### config.mk
export PLATFORM = sky130hd
export DESIGN_NAME = njp_micro_divider_flat
export DESIGN_NICKNAME = d
export VERILOG_FILES = /design/src/rtl/njp_micro_divider_if.sv /design/src/rtl/njp_micro_divider.sv /design/src/flat_wrapper.sv
export SDC_FILE = /design/constraint.sdc
export NUM_CORES = 1
export LEC_CHECK = 0
export ABC_AREA = 1
export CORE_MARGIN = 2
export CORE_UTILIZATION = 40
export CTS_CLUSTER_SIZE = 25
export DETAILED_ROUTE_END_ITERATION = 16
export DONT_BUFFER_PORTS = 1
export GPL_TIMING_DRIVEN = 0
export PLACE_DENSITY = 0.65
export SLEW_MARGIN = 0
export SYNTH_ARGS = -nofsm -noshare
export SYNTH_HDL_FRONTEND = slang
export SYNTH_SLANG_ARGS = --single-unit
### constraint.sdc
create_clock -name clk -period 3.45 [get_ports clk]
set_clock_uncertainty 0.15 [all_clocks]
set_input_delay 1.035 -clock clk [delete_from_list [all_inputs] [get_ports clk]]
set_output_delay 1.035 -clock clk [all_outputs]
set_load 0.1 [all_outputs]
### src/rtl/njp_micro_divider_if.sv
// Operand/result bundle for the micro divider: the requester drives start and
// operands, the divider returns status and the registered quotient/remainder.
interface njp_micro_divider_if #(
  parameter int DW = 8,
  parameter int VW = 4
);
  logic          start;
  logic [DW-1:0] dividend;
  logic [VW-1:0] divisor;
  logic          busy;
  logic          done;
  logic [DW-1:0] quotient;
  logic [VW-1:0] remainder;
  logic          div_zero;

  modport master (
    output start, dividend, divisor,
    input  busy, done, quotient, remainder, div_zero
  );

  modport slave (
    input  start, dividend, divisor,
    output busy, done, quotient, remainder, div_zero
  );
endinterface

### src/rtl/njp_micro_divider.sv
// Sequential restoring divider: one quotient bit per clock, results held
// registered until the next completion. Divide-by-zero short-circuits to DONE.
module njp_micro_divider #(
  parameter int DW = 8,
  parameter int VW = 4
) (
  input  logic              clk,
  input  logic              rst_n,
  njp_micro_divider_if.slave bus
);
  localparam int CW = $clog2(DW + 1);

  typedef enum logic [1:0] {
    S_IDLE,
    S_RUN,
    S_DONE
  } state_t;

  state_t        state;
  logic [DW-1:0] d;        // dividend shifts out the top, quotient bits shift in the bottom
  logic [VW-1:0] v;
  logic [VW-1:0] r;        // partial remainder; always < V, so the extra bit lives only in the trial
  logic [CW-1:0] cnt;

  logic          busy_r;
  logic          done_r;
  logic          dz_r;
  logic [DW-1:0] quo_r;
  logic [VW-1:0] rem_r;

  logic [VW:0]   trial;
  logic          ge;
  logic [VW-1:0] r_next;
  logic [DW-1:0] d_next;

  always_comb begin
    trial  = {r, d[DW-1]};
    ge     = (trial >= {1'b0, v});
    r_next = ge ? VW'(trial - {1'b0, v}) : trial[VW-1:0];
    d_next = {d[DW-2:0], ge};
  end

  // NOTE: all state is updated with non-blocking assignments so every
  // register samples pre-edge values, independent of statement order.
  always_ff @(posedge clk) begin
    if (!rst_n) begin
      state  <= S_IDLE;
      d      <= '0;
      v      <= '0;
      r      <= '0;
      cnt    <= '0;
      busy_r <= 1'b0;
      done_r <= 1'b0;
      dz_r   <= 1'b0;
      quo_r  <= '0;
      rem_r  <= '0;
    end else begin
      case (state)
        S_IDLE: begin
          if (bus.start) begin
            if (bus.divisor != '0) begin
              d      <= bus.dividend;
              v      <= bus.divisor;
              r      <= '0;
              cnt    <= CW'(DW);
              busy_r <= 1'b1;
              state  <= S_RUN;
            end else begin
              quo_r  <= '1;
              rem_r  <= '0;
              dz_r   <= 1'b1;
              done_r <= 1'b1;
              state  <= S_DONE;
            end
          end
        end

        S_RUN: begin
          d   <= d_next;
          r   <= r_next;
          cnt <= cnt - 1'b1;
          if (cnt == CW'(1)) begin
            quo_r  <= d_next;
            rem_r  <= r_next;
            dz_r   <= 1'b0;
            busy_r <= 1'b0;
            done_r <= 1'b1;
            state  <= S_DONE;
          end
        end

        S_DONE: begin
          done_r <= 1'b0;
          state  <= S_IDLE;
        end

        default: state <= S_IDLE;
      endcase
    end
  end

  assign bus.busy      = busy_r;
  assign bus.done      = done_r;
  assign bus.quotient  = quo_r;
  assign bus.remainder = rem_r;
  assign bus.div_zero  = dz_r;
endmodule

### src/flat_wrapper.sv
// flat-port wrapper written by rule: the top's interface ports become plain ports
module njp_micro_divider_flat 
#(
  parameter int DW = 8,
  parameter int VW = 4
)
  (clk, rst_n, bus_start, bus_dividend, bus_divisor, bus_busy, bus_done, bus_quotient, bus_remainder, bus_div_zero);
  njp_micro_divider_if #(.DW(DW), .VW(VW)) bus_i ();
  input  logic clk;
  input  logic rst_n;
  input wire logic [$bits(bus_i.start)-1:0] bus_start;
  input wire logic [$bits(bus_i.dividend)-1:0] bus_dividend;
  input wire logic [$bits(bus_i.divisor)-1:0] bus_divisor;
  output wire logic [$bits(bus_i.busy)-1:0] bus_busy;
  output wire logic [$bits(bus_i.done)-1:0] bus_done;
  output wire logic [$bits(bus_i.quotient)-1:0] bus_quotient;
  output wire logic [$bits(bus_i.remainder)-1:0] bus_remainder;
  output wire logic [$bits(bus_i.div_zero)-1:0] bus_div_zero;
  assign bus_i.start = bus_start;
  assign bus_i.dividend = bus_dividend;
  assign bus_i.divisor = bus_divisor;
  assign bus_busy = bus_i.busy;
  assign bus_done = bus_i.done;
  assign bus_quotient = bus_i.quotient;
  assign bus_remainder = bus_i.remainder;
  assign bus_div_zero = bus_i.div_zero;
  njp_micro_divider #(.DW(DW), .VW(VW)) u_core (.clk(clk), .rst_n(rst_n), .bus(bus_i));
endmodule
==> results of run 1 <==
==> worst min-delay path by stage <==
stage	endpoint	from
5_1_grt	u_core.cnt[1]	u_core.cnt[1]
4_1_cts	u_core.cnt[1]	u_core.cnt[1]
3_3_place_gp	u_core.cnt[1]	u_core.cnt[1]
6_report	u_core.cnt[1]	u_core.cnt[1]
2_1_floorplan	u_core.v[3]	u_core.v[3]
3_5_place_dp	u_core.cnt[1]	u_core.cnt[1]
==> stage by stage <==
| stage | utilization [%] | std cells | hold WS (ns) | worst slack, ns | power [mW] |
|---|---|---|---|---|---|
| floorplan | - | 243 | 0.2867 | 1.340 | 0.9199 |
| global placement | 42.31 | 295 | 0.3019 | 1.121 | 0.9784 |
| detailed placement | 42.31 | 295 | 0.3097 | 1.120 | 0.9833 |
| CTS | 44.23 | 303 | 0.3210 | 0.9878 | 1.281 |
| global route | 44.23 | 303 | 0.3587 | 0.9655 | 1.351 |
| finish | 44.23 | 303 | 0.3158 | 0.9960 | 1.273 |
==> registers in the layout, indices dropped and copies added (netlist names) <==
name / cells
u_core.bus.busy: 1
u_core.bus.div_zero: 1
u_core.bus.done: 1
u_core.bus.quotient: 8
u_core.bus.remainder: 4
u_core.cnt: 4
u_core.d: 8
u_core.r: 4
u_core.state: 2
u_core.v: 4
==> power by group through the flow <==
stage                     registers, mW  logic, mW  clock network (mW)
after floorplan                   0.696      0.224                   0
after global placement            0.703      0.275                   0
after detailed placement          0.704      0.279                   0
after CTS                         0.695      0.281               0.304
after global routing              0.702      0.326               0.323
final                             0.694      0.280               0.299
==> cells by family (layout without fill, tap and decap cells) <==
logic type	Yosys count	in the layout	share of synthesized area [%]
DFF	37	37	42.29
xor gates and xnor gates	3	3	1.500
adders and majority gates	7	7	5.429
and+or+nand+nor	99	99	25.22
buffers and inverters	45	53	10.50
AOI/OAI and AO/OA	52	52	15.07
==> layer usage <==
metal | vias up | part of all wire [%] | GRT usage, %
li1 | 795 | - | -
met1 | 695 | 47 | 22.42
met2 | 43 | 44 | 26.88
met3 | 9 | 6.4 | 5.772
met4 | 0 | 2.3 | 7.479
met5 | - | 0 | 0
==> cell usage in the layout, fill, tap and decap left out, types with 2 or more instances in the layout <==
cell type  Yosys  layout
nand4_1        6       6
nor2_1        39      39
nand3_1       17      17
inv_1         33      33
buf_2          3       3
o21ai_0       14      14
a21oi_1       28      28
ha_1           6       6
clkbuf_8       0       5
clkbuf_1       3       4
xnor2_1        2       2
nand2_1       32      32
clkinv_2       0       2
dfxtp_1       37      37
o21ai_1        9       9
inv_2          4       4
==> area by class of cell <==
type	instances	area share, %
clock inverters	2	0.5270
inverters	37	7.312
clock buffers	6	3.821
multi-input cells	161	43.54
plain buffers	8	2.372
well taps	52	3.426
flip-flops and latches	37	39.00
==> impl_metrics.toml, run 1 <==
[setup_path]
end_kind = "primary output"
cp_max_fo = 2
cp-start-kind = "flip-flop"
rr_worst_depth = 9
startpoint = "u_core.bus.div_zero"
r2r-start = "u_core.r[1]"
crit_cells = 0
required_ns = 2.26
crit_type = "flip-flop to primary output"
worstSetupEndpoint = "bus_div_zero"
reg2reg_slack_ns = 1.49
worst_ep_arrival_time_ns = 1.27
r2r_end = "u_core.bus.remainder[2]"

[die]
placementRows = 24
dieArea_um2 = 4925
start_util_pct = 40.79
fp.dieH_um = 70.18
die_x_um = 70.18
design.core.area_um2 = 4294
io_pins = 30

[cells_and_area]
multiInputGateArea_um2 = 827.0
seqCellArea_um2 = 740.7
area_growth_pct = 8.428
antenna_cells = 0
fin_area_um2 = 1899
drive_gt1_share_pct = 8.367
fillCellCount = 440
final_nets = 272

[cts]
clock_latency_ns = 0.29
holdBufCountCts = 0
cts_resized = 0
cts_sinks = 37
clock-root-buffer = "clkbuf_8"
post_cts_buffers = 0
htreeDepth = 2
cts_buffers = 5
cts_tree = "built"
clk_pin_slew_ns = 0.08
clk_path_buf_depth = 2

[drt]
ant_nets = 0
drtIter0Drc = 75
drc_errors = 0
wirelength_um = 3947
wire_per_inst_um = 13.03
vias = 1542
via_per_inst = 5.089
firstDrtPassIters = 4

[power_and_ir_drop]
peakVddDrop_uv = 281.1
p_int_uw = 722.1
p_comb_share_pct = 22.0
seqPwrFrac_pct = 54.6
power_density_nw_per_um2 = 670.1
p_switching_uw = 550.7
power_leakage_nw = 0.8981
switching_share_pct = 43.26
p_clk_share_pct = 23.5

[synth]
synth-seq-area-share_pct = 42.29
ys.flop_type = "dfxtp_1"
synth-seq-cells = 37
synth_edf_count = 0
yosys_warnings = 0
syn_avg_cell_area_um2 = 7.209
yosysMostFrequentCell = "nor2_1"
yosysTopAreaCellShare_pct = 42.29
syn_inst = 243
yosysUniqueCellTypes = 24
yosysTopAreaCell = "dfxtp_1"
synth_nets = 265
yosys-top-cells-count = "39 x nor2_1, 37 x dfxtp_1, 33 x inv_1"
synth_area_um2 = 1752
ys_top_cells_by_area = "dfxtp_1 42%, nor2_1 8.4%, a21oi_1 8.0%"
async_flop_share_pct = 0

[timing]
post-route-period-util_pct = 71.13
fmax_mhz = 407.5
period_minus_slack_ns = 2.454
slew_violations = 0
worstMarginPinSlew_ns = 0.9835
maxSlewHeadroom_pct = 34.34
rsz0062_at_grt = "false"
final-hold-violation-count = 0
setup_viol = 0
fin_tns_setup_ns = 0

[place]
dp_hpwl_um = 2795
gp_congestion = 0.8352
port_buffers = 0
dpl-instance-area_um2 = 1817

[worst_hold_path]
hold_class = "flip-flop to flip-flop"
hold_path_depth = 2

[global_route]
antenna_found_initial = 0
gr-total-overflow = 0
grt_pass1_vias = 1469
grt_pass1_wl_um = 6755
grt_max_degree = 12
globalRouteTotalUtil_pct = 17.47

[job]
cap_viol_max_count = 0

[run_status]
outcome = "complete, no violations"
Power figures use the tool's default switching activity.
==> run 2: changes to the inputs <==
--- a/config.mk
+++ b/config.mk
@@ -12,7 +12,7 @@
 export DETAILED_ROUTE_END_ITERATION = 16
 export DONT_BUFFER_PORTS = 1
 export GPL_TIMING_DRIVEN = 0
-export PLACE_DENSITY = 0.65
+export PLACE_DENSITY = 0.67
 export SLEW_MARGIN = 0
 export SYNTH_ARGS = -nofsm -noshare
 export SYNTH_HDL_FRONTEND = slang
==> constraint.sdc (replaced) <==
create_clock -name clk -period 2 [get_ports clk]
set_clock_uncertainty 0.15 [all_clocks]
set_input_delay 0.6 -clock clk [delete_from_list [all_inputs] [get_ports clk]]
set_output_delay 0.6 -clock clk [all_outputs]
set_load 0.1 [all_outputs]
==> run 2 against run 1 <==
Compared with the run above:
- total power increased by 80%
- non-clock buffer count stayed put
- sequential power rose by 74%
- critical path depth up 9
- via count grew 0.52%
- global-route usage grew 0.19 points
- wire length is 0.23% lower
- cell count is the same
- register-to-register slack got worse by 1.3 ns
- first-iteration DRC count is 1.3% lower
- sequential share of layout area rose by 0.087 points
- worst hold slack worse by 0.034 ns
- critical endpoint is now u_core.bus.remainder[2]
- largest cell class unchanged
- largest power group unchanged
==> impl_metrics.toml, run 2 (same netlist as run 1, synthesis figures left out) <==
[run_status]
outcome = "complete, no violations"

[drt]
drtIter0Drc = 74
ant_nets = 0
firstDrtPassIters = 4
wirelength_um = 3938
via_per_inst = 5.116
vias = 1550
wire_per_inst_um = 13.00
drc_errors = 0

[cts]
post_cts_buffers = 0
holdBufCountCts = 0
cts_buffers = 5
cts_resized = 15
clk_path_buf_depth = 2
cts_tree = "built"
clk_pin_slew_ns = 0.08
cts_sinks = 37
clock-root-buffer = "clkbuf_8"
clock_latency_ns = 0.30
htreeDepth = 2

[power_and_ir_drop]
peakVddDrop_uv = 460.5
power_density_nw_per_um2 = 1178
power_leakage_nw = 0.9143
power_mw = 2.290

[setup_path]
crit_family = "simple AND/OR/NAND/NOR gates"
crit_chain = "ha_1, a21oi_2, nand2_1, nand2_1, nand2_2, nand3_1, nand3_1, nand2_1, inv_1"
slowest_stage = "ha_1"
cp-start-kind = "flip-flop"
worst_ep_arrival_time_ns = 1.91
crit_type = "flip-flop to flip-flop"
end_kind = "flip-flop"
cp_max_fo = 6
cpPeakStageDelay_ns = 0.36
required_ns = 2.05
critPathBufInv = 1
crit_top_cell = "nand2_1"

[cells_and_area]
antenna_cells = 0
final_common_cell = "nor2_1"
fin_util_pct = 45.25
multiInputGateArea_um2 = 833.3
final_cell_mix = "39 x nor2_1, 33 x inv_1, 31 x nand2_1"
drive_gt1_share_pct = 15.54
fin_area_um2 = 1943
fillCellCount = 462
area_growth_pct = 10.93
final_nets = 272
seqCellArea_um2 = 759.5

[global_route]
grt_max_degree = 12
grt_pass1_vias = 1460
gr-total-overflow = 0
antenna_found_initial = 0
grt_pass1_wl_um = 6727
globalRouteTotalUtil_pct = 17.66

[place]
port_buffers = 0
gp_congestion = 0.8534
dp_hpwl_um = 2838
dpl-instance-area_um2 = 1817

[timing]
final-hold-violation-count = 0
maxSlewHeadroom_pct = 64.74
fmax_mhz = 538.5
slew_violations = 0
post-route-period-util_pct = 92.84
fin_tns_setup_ns = 0
worstMarginPinSlew_ns = 0.5289
setup_viol = 0
period_minus_slack_ns = 1.857
rsz0062_at_grt = "false"
fin_hold_ws_ns = 0.2820

[die]
dieArea_um2 = 4925
placementRows = 24
start_util_pct = 40.79
die_x_um = 70.18
design.core.area_um2 = 4294
fp.dieH_um = 70.18
io_pins = 30

[job]
cap_viol_max_count = 0

[worst_hold_path]
hold_class = "primary input to flip-flop"
[run 2: changes by cell type in the layout (fill, tap and decap cells not counted), sizes merged]
cell and delta:
clkbuf +1, clkinv -1
[run 2: path summary, 6_finish.rpt]
path,startpoint,endpoint,slack (ns),cells past startpoint
worst max-delay path,u_core.r[1],u_core.bus.remainder[2],0.14,9
worst min-delay path,rst_n,u_core.bus.quotient[1],0.28,2
worst max register to register,u_core.r[1],u_core.bus.remainder[2],0.14,9
worst min register to register,u_core.cnt[1],u_core.cnt[1],0.32,2
[run 2: area by class of cell]
type                            count  share of cell area, %
Buffer                              8                  2.318
Clock buffer                        7                  4.958
Clock inverter                      1                 0.2576
Inverter                           37                  7.147
Multi-Input combinational cell    161                  42.88
Sequential cell                    37                  39.09
Tap cell                           52                  3.348
[run 2: power by group]
group | internal (mW) | switching (mW) | leakage [nW]
Clock | 0.312 | 0.283 | 0.0542
Sequential | 0.844 | 0.364 | 0.311
Combinational | 0.172 | 0.315 | 0.549
Total | 1.33 | 0.962 | 0.914
[run 2: through the flow]
stage                     std cells  setup slack (ns)
after floorplan                 243            0.3253
after global placement          295           0.08200
after detailed placement        295           0.05694
after CTS                       303           0.04212
after global routing            303           0.02047
final                           303            0.1431
[run 2: routing by layer]
metal,vias to the layer above,part of all wire (%),track usage [%]
met5,-,0,0
met4,0,1.5,6.410
met3,7,6.9,6.638
met2,43,45,26.24
met1,703,47,23.42
li1,797,-,-
==> run 3: changes to the inputs <==
--- a/config.mk
+++ b/config.mk
@@ -6,13 +6,11 @@
 export NUM_CORES = 1
 export LEC_CHECK = 0
 export ABC_AREA = 1
-export CORE_MARGIN = 2
 export CORE_UTILIZATION = 40
 export CTS_CLUSTER_SIZE = 25
 export DETAILED_ROUTE_END_ITERATION = 16
-export DONT_BUFFER_PORTS = 1
 export GPL_TIMING_DRIVEN = 0
-export PLACE_DENSITY = 0.67
+export PLACE_DENSITY = 0.77
 export SLEW_MARGIN = 0
 export SYNTH_ARGS = -nofsm -noshare
 export SYNTH_HDL_FRONTEND = slang
==> run 3 against run 2 <==
Compared with the run above:
- cell count grew 9.2%
- sequential power decreased by 26%
- design area up 17%
- wire length is 6.7% higher
- fmax decreased by 4.2%
- core utilization up 10 points
- sequential cell count is the same
- via count increased by 9.3%
- first-iteration DRC count increased to 2.5 times the previous value
- worst hold slack better by 0.031 ns
- clock power grew 12%
- largest power group is now combinational logic
==> impl_metrics.toml, run 3 (same netlist as run 1, synthesis figures left out) <==
[power_and_ir_drop]
power_leakage_nw = 1.038
switching_share_pct = 39.40
p_clk_share_pct = 27.0
p_int_mw = 1.501
p_comb_share_pct = 37.0
p_switching_uw = 975.8
power_density_nw_per_um2 = 1087
seqPwrFrac_pct = 36.0
peakVddDrop_uv = 542.4

[global_route]
use_met1_pct = 26.09
grt-busiest-layer = "met2"
grt_max_degree = 12
antenna_found_initial = 0
globalRouteTotalUtil_pct = 19.79
met2_usage_pct = 30.64
grt_util_met3_pct = 4.333
grt_pass1_vias = 1533
gr-total-overflow = 0
grt_pass1_wl_um = 6734

[die]
placementRows = 23
start_util_pct = 42.57
io_pins = 30
dieArea_um2 = 4648
die_x_um = 68.18
fp.dieH_um = 68.18
design.core.area_um2 = 4115

[timing]
slew_violations = 0
setup_viol = 0
post-route-period-util_pct = 96.93
maxSlewHeadroom_pct = 63.52
period_minus_slack_ns = 1.939
fmax_mhz = 515.8
rsz0062_at_grt = "true"
final-hold-violation-count = 0
setup_slack_ns = 0.06141
fin_hold_ws_ns = 0.3127
worstMarginPinSlew_ns = 0.5498

[worst_hold_path]
holdCritStartpoint = "u_core.cnt[1]"
hold_class = "flip-flop to flip-flop"
hold_path_depth = 2
holdPathEnd = "u_core.cnt[1]"

[setup_path]
rr_worst_depth = 10
critPathBufInv = 1
reg2reg_slack_ns = 0.13
crit_family = "buffers and inverters"
crit_type = "flip-flop to primary output"
crit_chain = "clkdlybuf4s15_2"
cp-start-kind = "flip-flop"
worst_ep_arrival_time_ns = 1.19
cpPeakStageDelay_ns = 0.56
end_kind = "primary output"
cp_max_fo = 2
required_ns = 1.25
r2r-start = "u_core.v[2]"
slowest_stage = "clkdlybuf4s15_2"
r2r_end = "u_core.bus.remainder[0]"

[cells_and_area]
drive_gt1_share_pct = 15.30
fillCellCount = 394
seqCellArea_um2 = 740.7
antenna_cells = 0
final_nets = 302
multiInputGateArea_um2 = 853.3
fin_area_um2 = 2278
fin_util_pct = 55.37
area_growth_pct = 30.07
final_cell_mix = "37 x nor2_1, 37 x dfxtp_1, 33 x inv_1"

[cts]
clk_pin_slew_ns = 0.07
clk_path_buf_depth = 2
holdBufCountCts = 0
htreeDepth = 2
cts_tree = "built"
cts_sinks = 37
clock_latency_ns = 0.29
cts_buffers = 5
clock-root-buffer = "clkbuf_8"

[drt]
vias = 1694
drtIter0Drc = 188
via_per_inst = 5.118
firstDrtPassIters = 4
drc_errors = 0
wire_per_inst_um = 12.69
wirelength_um = 4202
ant_nets = 0

[run_status]
outcome = "complete, no violations"

[place]
dpl-instance-area_um2 = 2105
port_buffers = 29
gp_congestion = 0.8472
pre_cts_ws_ns = -0.2993
dp_hpwl_um = 2833

[job]
cap_viol_max_count = 0
-- run 3: cell count changes in the layout (fill, tap and decap cells not counted), sizes merged --
cell | previous run | this run
bufinv | 0 | 1
clkbuf | 10 | 11
clkdlybuf4s15 | 0 | 14
clkdlybuf4s18 | 0 | 1
clkdlybuf4s50 | 0 | 14
clkinv | 1 | 0
-- run 3: final cells by class --
| type | instances | area share, % |
|---|---|---|
| buffer | 8 | 2.142 |
| clock inverter | 1 | 1.318 |
| inverter | 37 | 6.205 |
| clock buffer | 7 | 3.789 |
| tap | 50 | 2.746 |
| multi-input combinational | 161 | 37.45 |
| sequential | 37 | 32.51 |
| timing repair buffer | 30 | 13.84 |
-- run 3: worst max-delay path by stage --
stage               cells past startpoint                 from  slack, ns                 endpoint
finish                                  1  u_core.bus.div_zero       0.06             bus_div_zero
global route                            7            bus_start      -0.02              u_core.d[2]
CTS                                     7            bus_start       0.03              u_core.d[2]
detailed placement                     10       bus_divisor[3]      -0.30  u_core.bus.remainder[3]
global placement                       10       bus_divisor[3]      -0.30  u_core.bus.remainder[3]
floorplan                               0  u_core.bus.div_zero       0.33             bus_div_zero
-- run 3: timing repair --
item                                    4_1_cts  5_1_grt
endpoints found under the setup margin       16       25
endpoints found under the hold margin         0        0
gates resized for setup                      46       12
pin swaps                                     0        2
setup buffers                                 0        1
-- run 3: power by group through the flow --
stage	Clock [mW]	Sequential [mW]	Combinational (mW)
6_report	0.668	0.892	0.917
5_1_grt	0.707	0.903	0.996
4_1_cts	0.676	0.891	0.893
3_5_place_dp	0	0.907	0.896
3_3_place_gp	0	0.903	0.882
2_1_floorplan	0	1.20	0.386
-- run 3: layer usage --
layer / vias to the layer above / share of wire [%]
met4: 0 / 1.5
met5: - / 0
met3: 6 / 6.0
met2: 71 / 47
met1: 769 / 45
li1: 848 / -
-- run 3: worst register-to-register path, cell delays in order (launching register included) --
cell and delay (ns):
dfxtp_1 0.31, inv_1 0.05, ha_1 0.34, a21oi_2 0.20, nand2_1 0.07, nand2_1 0.17, nand2_2 0.15, nand3_1 0.12
nand3_1 0.10, nand2_1 0.07, inv_1 0.04
-- run 3: stage by stage --
stage / std cells / TNS [ns] / power (mW)
after floorplan: 243 / 0 / 1.587
after global placement: 322 / -9.505 / 1.785
after detailed placement: 322 / -10.44 / 1.803
after CTS: 330 / 0 / 2.460
after global routing: 331 / -0.05125 / 2.606
final: 331 / 0 / 2.477
==> RTL change 1, RTL diff (flow settings as in run 3) <==
Make the reset (`rst_n`) asynchronous in one clocked block.
--- a/src/rtl/njp_micro_divider.sv
+++ b/src/rtl/njp_micro_divider.sv
@@ -42,7 +42,7 @@
 
   // NOTE: all state is updated with non-blocking assignments so every
   // register samples pre-edge values, independent of statement order.
-  always_ff @(posedge clk) begin
+  always_ff @(posedge clk or negedge rst_n) begin
     if (!rst_n) begin
       state  <= S_IDLE;
       d      <= '0;
Check against the original RTL: differs if rst_n is asserted again (counterexample within 4 cycles, from zero or initial values and one cycle with rst_n low); with rst_n held inactive, the same outputs for 10 cycles.
==> RTL change 1 against run 3 <==
Synthesized area up 2.8%; sequential cell count unchanged; highest routed layer unchanged; non-clock buffer count did not move; first-iteration DRC count fell by 70%; worst setup slack worse by 0.021 ns; wire length shrank 8.8%; die area is 2.7% higher; cell area is 1.4% higher; sequential share of layout area is 7.6 points higher; via count is 11% lower.
Power is not shown: default switching activity piles up to over one toggle a cycle in this logic, so the estimate is an artifact.
==> RTL change 1: results (changes against run 3) <==
- M3 GR Usage: 5.12% (+0.78 points)
- Post-synth net total: 235 (-11%)
- DP Area: 2150 µm² (+2.2%)
- GRT Overall Usage: 17.7% (-2.1 points)
- Synth cell count leaders: 75 x nand2_1, 37 x dfrtp_1, 26 x inv_1
- Largest cells by area after synthesis: dfrtp_1 51%, nand2_1 16%, inv_1 5.4%
- Worst slew margin: 45.1% (-18 points)
- Global-route wire length before repair: 6640 µm (-1.4%)
- Most common flop cell mapped by yosys: dfrtp_1
- Vias in the first global route: 1,534 (+0.065%)
- Vias per cell: 4.99 (-2.4%)
- Seq/Total Area, Yosys: 51.4% (+9.1 points)
- Largest net degree at the start of global routing: 38 (+26)
- Hold WC Path Type: in -> async
- Cell family with most CP delay: buffers and inverters
- Final nets: 273 (-9.6%)
- Initial drt markers: 56 (-70%)
- Pre-CTS setup slack: -0.381 ns (-0.0812 ns)
- Post-synth ARST share: 100% (+100 points)
- DP Wirelength: 2740 µm (-3.4%)
- Met1 global-route usage: 21.0% (-5.1 points)
- Layout cells sized above 1: 17.5% (+2.2 points)
- Max stage delay on crit path: 0.55 ns
- Final wirelength: 3830 µm (-8.8%)
- Critical Path AT: 1.21 ns (+0.02 ns)
- Met2 usage: 29.6% (-1.1 points)
- Top-count cell post-synth: nand2_1
- Status: complete, no violations
- CP max-delay cell: clkdlybuf4s18_2
- Gpl congestion: 0.852 (+0.55%)
[RTL change 1: layout make-up]
class / instances / area [µm²]
tap: 52 / 65.1
sequential: 37 / 926
buffer: 7 / 53.8
timing repair buffer: 31 / 314
inverter: 28 / 110
multi-input combinational: 141 / 751
fill: 404 / 2040
clock buffer: 6 / 82.6
clock inverter: 1 / 7.51
[RTL change 1: metrics by stage]
stage,cells,utilization (%)
after floorplan,213,-
after global placement,294,49.5
after detailed placement,294,49.4
after CTS,301,52.1
after global routing,303,53.0
final,303,53.0
[RTL change 1: path summary, 6_finish.rpt]
kind	from	end	slack (ns)	depth (start not counted)
worst max-delay path	u_core.bus.quotient[0]$_DFFE_PN0P_	bus_quotient[0]	0.04	1
worst min-delay path	rst_n	u_core.r[2]$_DFFE_PN0P_	0.25	1
worst max register to register	u_core.r[1]$_DFFE_PN0P_	u_core.bus.remainder[2]$_DFFE_PN0P_	0.14	9
worst min register to register	u_core.bus.quotient[2]$_DFFE_PN0P_	u_core.bus.quotient[2]$_DFFE_PN0P_	0.32	2
max in group asynchronous	rst_n	u_core.bus.quotient[4]$_DFFE_PN0P_	0.93	1
min in group clk	u_core.bus.quotient[2]$_DFFE_PN0P_	u_core.bus.quotient[2]$_DFFE_PN0P_	0.32	2
[RTL change 1: routing by layer]
metal  wire, µm  up-vias
li1           -      757
met1       1710      711
met2       1870       35
met3        160       10
met4         91        0
met5          0        -
[RTL change 1: cell families after synthesis]
group / share of synthesized area, %
and+or+nand+nor: 23.9
DFF: 51.4
buffers and inverters: 8.96
AOI/OAI and AO/OA: 9.45
adders and majority gates: 5.28
xor gates and xnor gates: 0.973
[RTL change 1: repair_timing]
action,4_1_cts,5_1_grt
gates resized for setup,48,11
endpoints found under the setup margin,27,29
buffers inserted,0,2
hold endpoints to repair,0,0
pin swaps,0,2
==> RTL change 2, RTL diff (config.mk and constraints of run 3) <==
Made on the original files. `VW` is set to 4 in 3 places; all go to 5.
--- a/src/rtl/njp_micro_divider_if.sv
+++ b/src/rtl/njp_micro_divider_if.sv
@@ -2,7 +2,7 @@
 // operands, the divider returns status and the registered quotient/remainder.
 interface njp_micro_divider_if #(
   parameter int DW = 8,
-  parameter int VW = 4
+  parameter int VW = 5
 );
   logic          start;
   logic [DW-1:0] dividend;
--- a/src/rtl/njp_micro_divider.sv
+++ b/src/rtl/njp_micro_divider.sv
@@ -2,7 +2,7 @@
 // registered until the next completion. Divide-by-zero short-circuits to DONE.
 module njp_micro_divider #(
   parameter int DW = 8,
-  parameter int VW = 4
+  parameter int VW = 5
 ) (
   input  logic              clk,
   input  logic              rst_n,
--- a/src/flat_wrapper.sv
+++ b/src/flat_wrapper.sv
@@ -2,7 +2,7 @@
 module njp_micro_divider_flat 
 #(
   parameter int DW = 8,
-  parameter int VW = 4
+  parameter int VW = 5
 )
   (clk, rst_n, bus_start, bus_dividend, bus_divisor, bus_busy, bus_done, bus_quotient, bus_remainder, bus_div_zero);
   njp_micro_divider_if #(.DW(DW), .VW(VW)) bus_i ();
Interface: changed (resized bus_divisor and bus_remainder); port bits go from 30 to 32. No check against the original RTL was run, so the function may have changed too.
==> RTL change 2 against run 3 <==
Sequential power increased by 7.5%; combinational power increased by 21%; sequential cell count increased by 3; worst setup slack got worse by 0.025 ns; total power increased by 5.9%; worst hold slack improved by 0.0063 ns; wire length increased by 12%; synthesized area increased by 10%; cell area increased by 9.0%; synthesized cell count increased by 13%; critical path type unchanged; critical endpoint is now bus_remainder[4]; highest routed layer unchanged.
==> RTL change 2: results (changes against run 3) <==
- Final nets: 340 (+13%)
- #MultiIn Comb: 187 (+16%)
- Post-synth net total: 298 (+12%)
- P_leak: 1.12 nW (+7.6%)
- Reg2reg start: u_core.d[7]$_SDFFE_PN0P_
- Vias in the first global route: 1,726 (+13%)
- Status: complete, no violations
- Post-cts sizing count: 50 (+8.7%)
- Synth Area in XOR/XNOR: 0.907% (-0.59 points)
- Non-Clock Buffer Count: 47 (+24%)
- Via count: 1,877 (+11%)
- Sw frac: 43.3% (+3.9 points)
- Critical Path AT: 1.21 ns (+0.02 ns)
- Signal buffers share of area: 17.1% (+1.1 points)
- Met3 WL post-DR: 259 µm (+2.8%)
- Routed len/inst: 12.8 µm (+0.55%)
- Fillers: 435 (+10%)
- Area of the multi-input gates: 971 µm² (+14%)
- Combinational power share: 42.4% (+5.4 points)
- Post-synthesis register bit count: 40 (+8.1%)
- Worst-Margin Slew: 0.549 ns (-0.000525 ns)
- DP Wirelength: 3230 µm (+14%)
- Initial drt markers: 95 (-49%)
- Hold_ws: 0.319 ns (+0.00633 ns)
- GRT Overall Usage: 19.7% (-0.095 points)
- Synth cell count leaders: 60 x nand2_1, 40 x dfxtp_1, 32 x inv_1
- Synth Area in Compound Gates: 14.0% (-1.1 points)
- Metal2 WL: 2240 µm (+13%)
- Clk cell area share: 3.53% (-1.6 points)
- Met2 usage: 31.5% (+0.90 points)
- Sequential Power: 959 µW (+7.5%)
- Top-count cell post-synth: nand2_1
- Met1 global-route usage: 24.1% (-2.0 points)
- M3 GR Usage: 6.05% (+1.7 points)
- Clock latency on the worst-skew pair: 0.31 ns (+0.02 ns)
-- RTL change 2: cell types whose count changed in the layout (fill, tap and decap cells not counted), sizes merged, moves of 2 or more --
cell	change
a21oi	-3
buf	+7
clkinv	+3
dfxtp	+3
inv	-2
nand2	+27
nand3	+2
nand4	-2
nor2	-11
nor3	+9
o21ai	+5
-- RTL change 2: final timing paths --
| check | endpoint | cells after the start |
|---|---|---|
| setup / recovery | bus_remainder[4] | 1 |
| hold / removal | u_core.v[2]$_SDFFE_PN0P_ | 2 |
| setup reg to reg | u_core.r[1]$_SDFFE_PN0P_ | 11 |
| hold reg to reg | u_core.v[2]$_SDFFE_PN0P_ | 2 |
-- RTL change 2: per-stage QoR --
stage	area [µm²]	cells	setup slack (ns)
after global routing	2480	369	-0.0244
after floorplan	1930	274	0.152
after CTS	2420	365	0.0317
after global placement	2300	356	-0.273
final	2480	369	0.0364
after detailed placement	2300	356	-0.290
